`config.mk`:
```
export PLATFORM = sky130hd
export DESIGN_NAME = dft_mac_sequencer
export DESIGN_NICKNAME = d
export VERILOG_FILES = /design/src/rtl/dft_mac_sequencer.sv
export SDC_FILE = /design/constraint.sdc
export NUM_CORES = 1
export LEC_CHECK = 0
export CAP_MARGIN = 40
export CORE_ASPECT_RATIO = 0.5
export CORE_UTILIZATION = 30
export CTS_BUF_LIST = sky130_fd_sc_hd__clkbuf_4
export CTS_CLUSTER_DIAMETER = 40
export DETAILED_ROUTE_END_ITERATION = 8
export GPL_ROUTABILITY_DRIVEN = 0
export PLACE_DENSITY = 0.43
export SYNTH_ARGS = -nofsm -noshare
export SYNTH_HDL_FRONTEND = slang
export SYNTH_SLANG_ARGS = --single-unit
```
`constraint.sdc`:
```
create_clock -name clk -period 6.4 [get_ports clk]
set_input_delay 1.28 -clock clk [delete_from_list [all_inputs] [get_ports clk]]
set_output_delay 1.28 -clock clk [all_outputs]
set_load 0.01 [all_outputs]
```
`src/rtl/dft_mac_sequencer.sv`:
```
// dft_mac_sequencer: frame buffer and operand sequencer for a 32-point direct-
// summation DFT on an external pair of MAC accumulators (real / imaginary).
// Buffers 32 Q.8 samples, then for each bin k streams x[n] and W^(k*n) to the
// MACs, issuing the accumulator-clear strobe and flagging finished bins.
// Build option: DFT_SEQ_HALF_SPECTRUM_EN computes bins 0..16 only.
module dft_mac_sequencer #(
  parameter int DATA_WIDTH = 32,
  parameter int N          = 32
) (
  input  logic                  clk,
  input  logic                  aclr,
  input  logic [DATA_WIDTH-1:0] in_data,
  input  logic                  in_valid,
  output logic                  in_ready,
  output logic [DATA_WIDTH-1:0] mac_a,
  output logic [DATA_WIDTH-1:0] mac_b_re,
  output logic [DATA_WIDTH-1:0] mac_b_im,
  output logic                  mac_sload,
  output logic                  bin_valid,
  output logic [4:0]            bin_idx,
  output logic                  frame_done,
  output logic                  busy
);

  localparam int AW = $clog2(N);
  localparam logic [AW-1:0] LAST = AW'(N - 1);
`ifdef DFT_SEQ_HALF_SPECTRUM_EN
  localparam logic [AW-1:0] K_LAST = AW'(16);
`else
  localparam logic [AW-1:0] K_LAST = AW'(N - 1);
`endif

  typedef enum logic [1:0] {LOAD, PRIME, RUN, FLUSH} state_t;

  state_t                state_q, state_d;
  logic [AW-1:0]         wr_ptr_q, wr_ptr_d;
  logic [AW-1:0]         k_q, k_d;
  logic [AW-1:0]         n_q, n_d;
  logic [AW-1:0]         tw_q, tw_d;
  logic [DATA_WIDTH-1:0] frame_q [N];
  logic [DATA_WIDTH-1:0] mac_a_q, mac_a_d;
  logic [DATA_WIDTH-1:0] mac_b_re_q, mac_b_re_d;
  logic [DATA_WIDTH-1:0] mac_b_im_q, mac_b_im_d;
  logic                  mac_sload_q, mac_sload_d;
  logic                  bin_valid_q, bin_valid_d;
  logic [4:0]            bin_idx_q, bin_idx_d;
  logic                  frame_done_q, frame_done_d;
  logic                  busy_q, busy_d;
  logic                  wr_en;
  logic                  run_d;

  // Q8.8 cosine table folded from one quarter wave: round(256*cos(2*pi*m/32)).
  function automatic logic [DATA_WIDTH-1:0] cos_rom(input logic [4:0] m);
    logic [3:0] f;
    logic       neg;
    int         v;
    if (m <= 5'd8) begin
      f = m[3:0];             neg = 1'b0;
    end else if (m <= 5'd16) begin
      f = 4'(5'd16 - m);      neg = 1'b1;
    end else if (m <= 5'd24) begin
      f = 4'(m - 5'd16);      neg = 1'b1;
    end else begin
      f = 4'(6'd32 - {1'b0, m}); neg = 1'b0;
    end
    case (f)
      4'd0:    v = 256;
      4'd1:    v = 251;
      4'd2:    v = 237;
      4'd3:    v = 213;
      4'd4:    v = 181;
      4'd5:    v = 142;
      4'd6:    v = 98;
      4'd7:    v = 50;
      default: v = 0;
    endcase
    return DATA_WIDTH'(neg ? -v : v);
  endfunction

  // -sin(2*pi*m/32) equals -cos(2*pi*(m-8)/32); the 5-bit subtract wraps mod 32.
  function automatic logic [DATA_WIDTH-1:0] nsin_rom(input logic [4:0] m);
    return -cos_rom(m - 5'd8);
  endfunction

  assign in_ready = (state_q == LOAD);
  assign wr_en    = in_ready & in_valid;

  // Next-state, counter and registered-output computation. Outputs are derived
  // from the next counters so each registered term lines up with its RUN cycle.
  always_comb begin
    state_d  = state_q;
    wr_ptr_d = wr_ptr_q;
    k_d      = k_q;
    n_d      = n_q;
    tw_d     = tw_q;
    case (state_q)
      LOAD: begin
        if (wr_en) begin
          wr_ptr_d = wr_ptr_q + AW'(1);
          if (wr_ptr_q == LAST) state_d = PRIME;
        end
      end
      PRIME: begin
        state_d = RUN;
        k_d     = '0;
        n_d     = '0;
        tw_d    = '0;
      end
      RUN: begin
        if (n_q == LAST) begin
          n_d  = '0;
          tw_d = '0;
          if (k_q == K_LAST) begin
            state_d = FLUSH;
            k_d     = '0;
          end else begin
            k_d = k_q + AW'(1);
          end
        end else begin
          n_d  = n_q + AW'(1);
          tw_d = tw_q + k_q;
        end
      end
      FLUSH: begin
        state_d  = LOAD;
        wr_ptr_d = '0;
      end
      default: state_d = LOAD;
    endcase

    run_d        = (state_d == RUN);
    mac_a_d      = run_d ? frame_q[n_d]   : '0;
    mac_b_re_d   = run_d ? cos_rom(tw_d)  : '0;
    mac_b_im_d   = run_d ? nsin_rom(tw_d) : '0;
    mac_sload_d  = (state_d == PRIME) || (state_d == FLUSH) || (run_d && (n_d == LAST));
    bin_valid_d  = (state_q == RUN) && (n_q == LAST);
    bin_idx_d    = bin_valid_d ? 5'(k_q) : bin_idx_q;
    frame_done_d = (state_d == FLUSH);
    busy_d       = (state_d != LOAD);
  end

  // Sample buffer: written only while loading, read throughout RUN.
  always_ff @(posedge clk) begin
    if (wr_en) frame_q[wr_ptr_q] <= in_data;
  end

  // State, counters and registered outputs with asynchronous active-low clear.
  always_ff @(posedge clk or negedge aclr) begin
    if (!aclr) begin
      state_q      <= LOAD;
      wr_ptr_q     <= '0;
      k_q          <= '0;
      n_q          <= '0;
      tw_q         <= '0;
      mac_a_q      <= '0;
      mac_b_re_q   <= '0;
      mac_b_im_q   <= '0;
      mac_sload_q  <= 1'b0;
      bin_valid_q  <= 1'b0;
      bin_idx_q    <= '0;
      frame_done_q <= 1'b0;
      busy_q       <= 1'b0;
    end else begin
      state_q      <= state_d;
      wr_ptr_q     <= wr_ptr_d;
      k_q          <= k_d;
      n_q          <= n_d;
      tw_q         <= tw_d;
      mac_a_q      <= mac_a_d;
      mac_b_re_q   <= mac_b_re_d;
      mac_b_im_q   <= mac_b_im_d;
      mac_sload_q  <= mac_sload_d;
      bin_valid_q  <= bin_valid_d;
      bin_idx_q    <= bin_idx_d;
      frame_done_q <= frame_done_d;
      busy_q       <= busy_d;
    end
  end

  assign mac_a      = mac_a_q;
  assign mac_b_re   = mac_b_re_q;
  assign mac_b_im   = mac_b_im_q;
  assign mac_sload  = mac_sload_q;
  assign bin_valid  = bin_valid_q;
  assign bin_idx    = bin_idx_q;
  assign frame_done = frame_done_q;
  assign busy       = busy_q;

endmodule

```
==> impl_metrics.ini <==
[drt]
ant_nets = 0
wl_um = 146800
wl_per_cell_um = 23.59
via_per_inst = 5.049
vias = 31414
initialDrtViolationCount = 2613
dr.pass1.iters = 6
post-route-drc-count = 0

[critical_path]
crit_top_cell = ha_1
arrival_ns = 7.06
end_kind = register
critical_path_class = reg -> reg
cp.required_ns = 7.47
crit_slowest_cell = dfrtp_1
rr_worst_depth = 30
startpoint_type = register
cp_max_fo = 13
cp_slowest_stage_delay_ns = 0.43

[floorplan]
ioPinCount = 141
core_area_um2 = 152800
die_w_um = 558.6
rows = 101
die_h_um = 280.3
die-area_um2 = 156500
initial_core_util_pct = 30.41

[synthesis]
ys.flop_type = edfxtp_1
ys_seq_elements = 1136
yosys.area_share.simple_pct = 15.39
syn-num-nets = 3733
synth-xor-area-share_pct = 0.4255
yosys_warnings = 0
synthCells = 3662
synth-compound-area-share_pct = 8.049
synth_area_um2 = 46460
ys_seq_area_share_pct = 72.21
synthArstFlopShare_pct = 9.859
synth_edf_count = 1024
synth_cell_types = 89
synth_top_family_by_area = simple AND/OR/NAND/NOR gates
synth.avg_cell_area_um2 = 12.69
synth_fa_ha_area_share_pct = 0.9856
synth_mux_area_share_pct = 0.3743

[clocking]
htreeDepth = 5
clock_path_buffers = 4
path_clk_slew_ns = 0.06
cts.sinks = 1136
cts_buffers = 300
root_buffer = clkbuf_4
worstSkewPairLatency_ns = 1.22
cts_tree = done

[timing]
fmax_mhz = 167.1
maxSlewViolCount = 0
period_share_pct = 93.50
layout_min_cycle_time_ns = 5.984
max_slew.worst_pin.slew_ns = 0.9288
skew_ns = 0.08663
fin_ws_ns = 0.4163
setup_viol = 0
hold_viol = 0
maxSlewHeadroom_pct = 38.08

[global_route]
grt_pass1_wl_um = 213600
grt_pass1_vias = 30692
grt_max_degree = 143
antenna_found_initial = 11
grt_usage_pct = 18.64
grt_overflow = 0

[outcome]
status = completed

[placement]
dpl.hpwl_um = 82200
place_worst_setup_slack_ns = -0.1691
portBuffers = 140

[min_path]
hold_class = reg -> reg
hold_depth = 2

[run]
drv_cap = 0

[final_layout]
drive_gt1_share_pct = 16.06
final_common_cell = nand2_1
fin_nets = 4070
final_util_pct = 36.03
most-common-layout-cells = 1084 x nand2_1, 1024 x edfxtp_1, 407 x clkbuf_4
area_growth_pct = 18.49

[pwr]
p_leak_nw = 19.41
vdd_drop_max_uv = 173.0
power_density_nw_per_um2 = 258.9
finalPower_w = 0.01425
==> where the power goes <==
part | switching, W | total (W) | internal [W]
clock | 0.00295 | 0.00601 | 0.00306
sequential | 0 | 0.00808 | 0.00808
combinational | 0.000119 | 0.000167 | 0.0000481
total | 0.00307 | 0.0143 | 0.0112
==> layer usage <==
layer | vias up | part of all wire, % | GRT usage, % | routed length [um]
met2 | 972 | 45 | 28.63 | 65530
met3 | 232 | 4.9 | 3.003 | 7246
met5 | - | 0.018 | 0 | 27
met4 | 6 | 2.3 | 5.835 | 3311
met1 | 15904 | 48 | 26.87 | 70660
li1 | 14300 | - | - | -
==> final cells by class <==
type,instances,area [um2]
tap,2060,2577
timing repair buffer,299,3328
clock inverter,48,294.0
sequential,1136,33550
inverter,30,130.1
multi-input combinational,2232,12090
fill,14857,97730
antenna,10,25.02
clock buffer,407,3055
==> per-stage QoR <==
stage                     instance area (um2)  TNS [ns]  std cells  hold WS (ns)
after global routing                    55040   -0.3900       6216        0.5284
after CTS                               54920         0       6207        0.5065
final                                   55050         0       6222        0.4935
after floorplan                         46460         0       3662        0.5162
after detailed placement                51540    -1.356       5750        0.4841
after global placement                  50680   -0.4561       5704        0.4735
==> state kept, by name, indices dropped and copies added (netlist names), 2 cells and up <==
name      count
n_q           5
frame_q    1024
mac_b_im     32
mac_b_re     17
mac_a        32
state_q       2
k_q           5
wr_ptr_q      5
bin_idx       5
tw_q          5
==> cells in the mapped netlist, drive strengths merged (29+ instances only) <==
cell type | number | area, um2
clkbuf | 230 | 863.3
o21ai | 29 | 145.1
edfxtp | 1024 | 30750
a21oi | 98 | 505.5
nand2 | 1085 | 4073
a211oi | 35 | 267.8
and3 | 136 | 850.8
a31oi | 71 | 444.2
nand3 | 270 | 1351
nor2 | 108 | 407.9
a311oi | 193 | 1690
buf | 34 | 212.7
dfrtp | 112 | 2803
inv | 29 | 108.9
ha | 35 | 437.9
==> critical path: cells and delay by family (launching register included) <==
| family | cells | cell delay, ns |
|---|---|---|
| AND/OR/NAND/NOR | 11 | 2.07 |
| adder cells (fa/ha/maj) | 6 | 1.35 |
| AO/OA/AOI/OAI | 6 | 0.97 |
| buffers and inverters | 6 | 0.88 |
| multiplexers | 1 | 0.17 |
| flip-flops | 1 | 0.43 |
==> worst paths after layout <==
check                           start      endpoint  slack (ns)
max in group asynchronous        aclr   wr_ptr_q[3]        4.36
min in group asynchronous        aclr   mac_b_re[2]        0.65
max reg2reg                    n_q[1]  mac_b_im[16]        0.42
max                            n_q[1]  mac_b_im[16]        0.42
min reg2reg                bin_idx[3]    bin_idx[3]        0.49
min                        bin_idx[3]    bin_idx[3]        0.49
==> cell families (layout without fill, tap and decap cells) <==
logic type / count (synthesis) / count (layout)
other cells: 0 / 10
compound gates: 495 / 495
fa+ha+maj: 36 / 36
flops: 1136 / 1136
mux: 16 / 16
simple gates: 1664 / 1664
xor+xnor: 21 / 21
buf+inv: 294 / 784
==> what timing repair did <==
item,CTS,global route
resized for setup,1,16
pin swaps,0,4
buffers inserted,1,4
endpoints found under the setup margin,11,23
hold endpoints to repair,36,0
hold buffers,1,0
(Power assumes the default switching activity.)
